### src/rtl/instruction_fetch_unit_pkg.sv
// rv_pkg: opcode constants, fetch FSM encoding and field positions (FETCH_ILLEGAL_TRAP_EN adds the TRAP state)
package rv_pkg;
    localparam logic [6:0] OP_RTYPE = 7'b0110011;
    localparam logic [6:0] OP_STORE = 7'b0100011;
    localparam logic [6:0] OP_LUI   = 7'b0110111;
    localparam logic [6:0] OP_ITYPE = 7'b0010011;
    localparam logic [6:0] OP_LOAD  = 7'b0000011;
    localparam logic [1:0] ST_IDLE = 2'd0;
    localparam logic [1:0] ST_REQ  = 2'd1;
    localparam logic [1:0] ST_HOLD = 2'd2;
`ifdef FETCH_ILLEGAL_TRAP_EN
    localparam logic [1:0] ST_TRAP = 2'd3;
    function automatic logic is_supported_op(input logic [6:0] op);
        return op inside {OP_RTYPE, OP_STORE, OP_LUI, OP_ITYPE, OP_LOAD};
    endfunction
`endif
    localparam int OPCODE_LSB = 0;
    localparam int RD_LSB     = 7;
    localparam int FUNCT3_LSB = 12;
    localparam int RS1_LSB    = 15;
    localparam int RS2_LSB    = 20;
    localparam int FUNCT7_LSB = 25;
endpackage

### src/rtl/instruction_fetch_unit_pc_reg.sv
// fetch_pc_reg: program counter with reset load and modulo +4 advance
module fetch_pc_reg #(
    parameter int                    ADDR_WIDTH = 32,
    parameter logic [ADDR_WIDTH-1:0] RESET_PC   = '0
) (
    input  logic                  Clk,
    input  logic                  Rst_n,
    input  logic                  i_advance,
    output logic [ADDR_WIDTH-1:0] o_pc
);
    logic [ADDR_WIDTH-1:0] r_pc;
    // load RESET_PC on reset, step by one word on each advance, wrapping naturally
    always_ff @(posedge Clk) begin
        if (!Rst_n) r_pc <= RESET_PC;
        else if (i_advance) r_pc <= r_pc + ADDR_WIDTH'(4);
    end
    assign o_pc = r_pc;
endmodule

### src/rtl/instruction_fetch_unit.sv
// instruction_fetch_unit: multicycle fetch FSM with instruction register (FETCH_ILLEGAL_TRAP_EN enables opcode trap)
module instruction_fetch_unit
    import rv_pkg::*;
#(
    parameter int                    ADDR_WIDTH = 32,
    parameter logic [ADDR_WIDTH-1:0] RESET_PC   = '0
) (
    input  logic                  Clk,
    input  logic                  Rst_n,
    input  logic                  Enable,
    output logic                  IMemReq,
    output logic [ADDR_WIDTH-1:0] IMemAddr,
    input  logic [31:0]           IMemRdata,
    input  logic                  IMemValid,
    input  logic                  InstrReady,
    output logic                  InstrValid,
    output logic [31:0]           Instr,
    output logic [6:0]            Opcode,
    output logic [2:0]            Funct3,
    output logic [6:0]            Funct7,
    output logic [4:0]            Rd,
    output logic [4:0]            Rs1,
    output logic [4:0]            Rs2,
    output logic [ADDR_WIDTH-1:0] PC,
    output logic                  IllegalInstr
);
    logic [1:0]            r_state;
    logic [1:0]            w_next;
    logic [1:0]            w_capture_dst;
    logic [31:0]           r_instr;
    logic [ADDR_WIDTH-1:0] w_pc;
    logic                  w_advance;

    assign w_advance = (r_state == ST_HOLD) && InstrReady;

    fetch_pc_reg #(.ADDR_WIDTH(ADDR_WIDTH), .RESET_PC(RESET_PC)) u_pc (
        .Clk       (Clk),
        .Rst_n     (Rst_n),
        .i_advance (w_advance),
        .o_pc      (w_pc)
    );

`ifdef FETCH_ILLEGAL_TRAP_EN
    assign w_capture_dst = is_supported_op(IMemRdata[OPCODE_LSB +: 7]) ? ST_HOLD : ST_TRAP;
    assign IllegalInstr  = (r_state == ST_TRAP);
`else
    assign w_capture_dst = ST_HOLD;
    assign IllegalInstr  = 1'b0;
`endif

    // next-state: a request is never abandoned, TRAP (when present) is only left by reset
    always_comb begin
        w_next = r_state;
        case (r_state)
            ST_IDLE: w_next = Enable ? ST_REQ : ST_IDLE;
            ST_REQ:  w_next = IMemValid ? w_capture_dst : ST_REQ;
            ST_HOLD: w_next = InstrReady ? (Enable ? ST_REQ : ST_IDLE) : ST_HOLD;
            default: w_next = r_state;
        endcase
    end

    // state register and instruction capture, memory data is only taken while requesting
    always_ff @(posedge Clk) begin
        if (!Rst_n) begin
            r_state <= ST_IDLE;
            r_instr <= '0;
        end else begin
            r_state <= w_next;
            if (r_state == ST_REQ && IMemValid) r_instr <= IMemRdata;
        end
    end

    assign IMemReq    = (r_state == ST_REQ);
    assign IMemAddr   = w_pc;
    assign PC         = w_pc;
    assign InstrValid = (r_state == ST_HOLD);
    assign Instr      = r_instr;
    assign Opcode     = r_instr[OPCODE_LSB +: 7];
    assign Rd         = r_instr[RD_LSB +: 5];
    assign Funct3     = r_instr[FUNCT3_LSB +: 3];
    assign Rs1        = r_instr[RS1_LSB +: 5];
    assign Rs2        = r_instr[RS2_LSB +: 5];
    assign Funct7     = r_instr[FUNCT7_LSB +: 7];
endmodule

### config.mk
export PLATFORM = sky130hd
export DESIGN_NAME = instruction_fetch_unit
export DESIGN_NICKNAME = d
export VERILOG_FILES = /design/src/rtl/instruction_fetch_unit_pkg.sv /design/src/rtl/instruction_fetch_unit_pc_reg.sv /design/src/rtl/instruction_fetch_unit.sv
export SDC_FILE = /design/constraint.sdc
export NUM_CORES = 1
export LEC_CHECK = 0
export ABC_AREA = 1
export CAP_MARGIN = 20
export CORE_ASPECT_RATIO = 1.2
export CORE_MARGIN = 2
export CORE_UTILIZATION = 37
export CTS_BUF_LIST = sky130_fd_sc_hd__clkbuf_4 sky130_fd_sc_hd__clkbuf_8
export DETAILED_ROUTE_END_ITERATION = 16
export PLACE_DENSITY = 0.75
export SYNTH_ARGS = -nofsm -noshare
export SYNTH_HDL_FRONTEND = slang
export SYNTH_SLANG_ARGS = --single-unit
### constraint.sdc
create_clock -name Clk -period 1.3 [get_ports Clk]
set_input_delay 0.26 -clock Clk [delete_from_list [all_inputs] [get_ports Clk]]
set_output_delay 0.26 -clock Clk [all_outputs]
set_load 0.005 [all_outputs]
After elaboration in Yosys (flattened, before gate mapping)
Cells that the tools add are included.

Input port bits: 37. Output and inout port bits: 131. Logic and storage cells: 14. Register bits after elaboration: 66.

Reduce and logical (&&, ||, !) cells: 4. Add/sub/neg operators: 1. Muxes and demuxes: 4. Equal/unequal tests: 2.

Operators by type and width (count): adder 32 x 3 -> 32 bit (second input constant) (1); one-hot mux 2 bit (3 select lines) (1); 2-to-1 mux 2 bit (2); nonzero test 3 bit (1); equality test 2 x 1 -> 1 bit (second input constant) (1); equality test 2 bit (second input constant) (1); logical AND 1 bit (2); logical NOT 2 bit (1); 2-to-1 mux 1 bit (1).

Logic depth before layout (Yosys ltp)
Depth in word-level cells: 3. Mapped depth: 10. Depth with buffers taken out: 10.

Cells and area by module
From an unflattened synthesis, not the netlist that was laid out.

Cells, all modules: 502. Area, all modules: 3464.6 um2.

Modules (own cells, without submodules): instruction_fetch_unit (cells an instance 231, instances 1, area an instance 1780.5 um2, sequential area each 680.7 um2); fetch_pc_reg (cells an instance 271, instances 1, area an instance 1684.1 um2, sequential area each 600.6 um2).

Worst setup path before layout
OpenSTA, ideal clock, no wires.

Path type: register to register. From: reg r_state[0]. To: reg u_pc.r_pc[26] (netlist: u_pc.o_pc[26]). Cell stages (with the launch flop): 10. Required time: 1185 ps. Period minus slack after synthesis: 1414 ps. Buffers on the path: 0. Setup time: 115 ps. Path slack: -114 ps. Data arrival time: 1299 ps. Cells stage by stage: dfxtp_1 > inv_1 > ha_1 > nand2_4 > nor2_8 > nand3_2 > nor2_4 > nand3_1 > nand2_1 > nor2_1.

Word-level cells in the longest chain between the ends: 2.

Ends and longest elaborated chain: start, declared (line instruction_fetch_unit.sv:27) `logic [1:0] r_state;`; start signal, assigned (line instruction_fetch_unit.sv:68) `r_state <= w_next;`; equality test 2 bit; net InstrValid (line instruction_fetch_unit.sv:16) `output logic InstrValid,`; logical AND 1 bit (line instruction_fetch_unit.sv:34) `assign w_advance = (r_state == ST_HOLD) && InstrReady;`; end signal, assigned (line instruction_fetch_unit_pc_reg.sv:15) `else if (i_advance) r_pc <= r_pc + ADDR_WIDTH'(4);`; end, declared (line instruction_fetch_unit_pc_reg.sv:11) `logic [ADDR_WIDTH-1:0] r_pc;`.

The timed path passes the listed nets, and every way through them passes these cells. A chain may end at the register's enable or synchronous reset.

Worst setup path in the final report
From: reg u_pc.r_pc[2] (netlist: u_pc.o_pc[2]). To: reg u_pc.r_pc[28] (netlist: u_pc.o_pc[28]).

Word-level cells in the longest chain between the ends: 1.

Ends and longest elaborated chain (line): adder 32 x 3 -> 32 bit (instruction_fetch_unit_pc_reg.sv:15).

Every way passes these cells.

==> impl_metrics.csv <==
group,metric,value,unit
critical_path,reg2reg_to,"u_pc.o_pc[28]",
yosys,avgSynthCellArea,7.39,µm²
final_layout,drive_above_1_share,0.383,
yosys,syn_area,0.00333,mm²
die,core-area,0.00866,mm²
power_and_ir_drop,leakagePower,2.75,nW
yosys,ys_ff_latch,64,
placed_design,gp_congestion,0.873,
final_layout,fin_cells,751,
yosys,synth_xor_area_frac,0.00526,
grt,grt_overflow,0,
timing,rsz0062_at_grt,"yes",
yosys,synth-seq-area-share,0.384,
grt,grt_pass1_vias,3285,
die,core.rowCount,37,
timing,fin_worst_skew,0.00721,ns
routing,firstDrtPassIters,4,
power_and_ir_drop,sw_frac_of_total,0.252,
die,die_area,0.00979,mm²
critical_path,crit_required,1.58,ns
grt,grt_antenna_before_repair,0,
critical_path,worst_ep_arrival_time,1.72,ns
placed_design,post_dp_cell_area,0.00490,mm²
routing,wirelength,10.6,mm
yosys,synth_cell_types,29,
outcome,failed_checks,"negative setup slack",
critical_path,critical_path.startpoint_type,"flop",
critical_path,crit_fanout,4,
final_layout,nets,671,
grt,grtUsageTotal,0.205,
power_and_ir_drop,power_frac_comb,0.127,
job,maxCapViolCount,0,
critical_path,r2r-start,"u_pc.o_pc[2]",
final_layout,num_antenna_cells,0,
power_and_ir_drop,vdd_ir_drop_max,0.000349,V
power_and_ir_drop,power.density,731,mW/mm²
clock_tree,cts_hold_buf,0,
routing,drc,0,
worst_hold_path,min_path_type,"in2reg",
placed_design,io_buffers,162,
timing,slew_violations,0,
clock_tree,clock_latency,0.35,ns
worst_hold_path,hold_depth,3,
timing,holdWs,0.217,ns
worst_hold_path,hold_end,"u_pc.o_pc[15]",
critical_path,critPathCaptureType,"flop",
yosys,synth_area_leaders,"dfxtp_1, buf_4, nor2_1",
yosys,synth-simple-area-share,0.289,
die,ios,168,
clock_tree,clkTransAtPathRegs,0.07,ns
yosys,synth-compound-area-share,0.102,
routing,routedWlPerCell,14.1,µm
timing,timing.fmax,698,MHz
routing,vias_per_cell,4.69,
critical_path,crit_type,"reg2reg",
timing,finalCritPeriodShare,1.10,
power_and_ir_drop,power.switching,0.00101,W
yosys,yosysTopAreaCell,"dfxtp_1",
timing,setup_viol,26,
worst_hold_path,min_from,"Rst_n",
final_layout,area_delta_synth_final,64.7,%
final_layout,final_util,0.634,
clock_tree,cts_tree,"done",
clock_tree,numCtsBuffers,9,
routing,dr.first_iter.drc_count,98,
die,start_util,0.385,
clock_tree,ctsHtreeMaxLevel,3,
timing,hold_viol,0,
placed_design,dp_cells,690,
yosys,synth.area.mux_share,0,
critical_path,reg2reg_depth,10,
timing,setup_ws,-0.133,ns
power_and_ir_drop,pwr-share-clk,0.366,
timing,layout_min_cycle_time,1.43,ns
critical_path,r2r_setup_slack,-0.13,ns
placed_design,place_hpwl,7.08,mm
final_layout,n_fill_cell,747,
yosys,synthCells,451,
final_layout,fin_area,0.00549,mm²
routing,vias,3519,
outcome,status,"complete, but fails checks",
yosys,synth_top_family_by_area,"simple AND/OR/NAND/NOR gates",
grt,grt_max_degree,33,
clock_tree,cts.sinks,64,
yosys,synth_top_area_frac,0.384,
routing,ant_nets,0,
yosys,synth_warnings,0,
clock_tree,clockBufferDepth,2,
grt,grt_pass1_wl,16.1,mm
yosys,yosys.area_share.adder,0.0150,
die,die_w,90.6,µm
power_and_ir_drop,internal_power,0.00300,W
clock_tree,root_buffer,"clkbuf_8",
die,die-height,108,µm
power_and_ir_drop,pwr-share-seq,0.507,
==> flip-flops by register name, summed over array words and instances, names as in the netlist <==
| name | flops |
|---|---|
| r_state | 2 |
| Instr | 32 |
| u_pc.o_pc | 30 |
==> repair_timing <==
action,4_1_cts,5_1_grt
setup buffers,34,13
hold endpoints to repair,0,0
gates resized for setup,271,63
pin swaps,17,13
gates cloned,0,1
endpoints found under the setup margin,172,82
==> stage by stage <==
step	setup WS [ns]	power, W	setup TNS (ns)
floorplan	0.00540	0.00235	0
global placement	-0.379	0.00263	-11.43
detailed placement	-0.397	0.00265	-12.96
CTS	-0.114	0.00401	-1.26
global route	-0.237	0.00419	-4.37
finish	-0.133	0.00402	-1.98
==> critical path: stages (launching register included) <==
cell	delay (ns)
dfxtp_4	0.35
buf_6	0.10
ha_4	0.14
nand3_4	0.08
nor2_8	0.16
nand3_4	0.11
nor2_4	0.18
nand2_2	0.06
nand2_1	0.06
nand2_1	0.04
nor2_1	0.09
==> placed cells by master (no fill, tap or decap), drive strengths merged <==
cell and n:
nor2 115, inv 33, o21ai 47, nand2 54, nor3 8, ha 4
a31oi 1, clkinv 3, nor3b 2, nand4 8, dfxtp 64, o21a 1
xor2 2, a21oi 18, clkbuf 31, dlygate4sd2 88, clkdlybuf4s15 12, clkdlybuf4s50 35
nand3b 1, buf 88, nand3 13, conb 5, and3 1
==> synth_stat cells <==
library cell / count
nor2_8: 2
inv_1: 32
xor2_1: 2
buf_4: 67
nand2_2: 3
nand3_4: 1
clkbuf_1: 9
nor3b_1: 2
nor2_4: 6
nor2_1: 105
nand2_1: 49
dfxtp_1: 64
buf_6: 1
nor3_1: 8
o21ai_0: 45
buf_2: 2
nand4_1: 8
and3_1: 1
o21ai_1: 2
nand2_4: 2
a21oi_1: 18
nor2_2: 2
nand3_1: 9
o21a_1: 1
nand3b_4: 1
nand3_2: 3
ha_1: 4
a31oi_1: 1
conb_1: 1
==> cell families (layout without fill, tap and decap cells) <==
logic type,count (synthesis),count (layout)
and+or+nand+nor,202,202
buffers and inverters,111,290
AOI/OAI and AO/OA,67,67
DFF,64,64
adders and majority gates,4,4
xor gates and xnor gates,2,2
other,1,5
==> layer usage <==
layer	GRT usage	vias to the layer above	wire length (µm)	part of all wire
met5	0	-	0	0
li1	-	1719	-	-
met3	0.0564	16	791	0.075
met4	0.0868	0	223	0.021
met2	0.372	140	5530	0.52
met1	0.227	1644	4030	0.38
==> power groups by stage <==
stage / Combinational [W] / Clock, W / Sequential [W]
global placement: 0.000531 / 0 / 0.00210
CTS: 0.000490 / 0.00149 / 0.00204
global route: 0.000555 / 0.00159 / 0.00204
floorplan: 0.000247 / 0 / 0.00210
finish: 0.000511 / 0.00147 / 0.00203
detailed placement: 0.000543 / 0 / 0.00210
==> final cells by class <==
| class | count | area, µm² | area share |
|---|---|---|---|
| Clock buffer | 11 | 139 | 0.0253 |
| Clock inverter | 4 | 21.3 | 0.00387 |
| Inverter | 32 | 120 | 0.0219 |
| Multi-Input combinational cell | 280 | 1580 | 0.287 |
| Sequential cell | 64 | 1390 | 0.254 |
| Tap cell | 117 | 146 | 0.0267 |
| Timing Repair Buffer | 243 | 2100 | 0.382 |
==> how the worst max path moves through the flow <==
stage,start,endpoint,depth (start not counted)
3_3_place_gp,InstrReady,u_pc.o_pc[29],8
6_report,u_pc.o_pc[2],u_pc.o_pc[28],10
4_1_cts,r_state[0],u_pc.o_pc[29],10
2_1_floorplan,u_pc.o_pc[2],u_pc.o_pc[26],8
3_5_place_dp,InstrReady,u_pc.o_pc[25],8
5_1_grt,r_state[0],u_pc.o_pc[29],10
(Power assumes the default switching activity.)
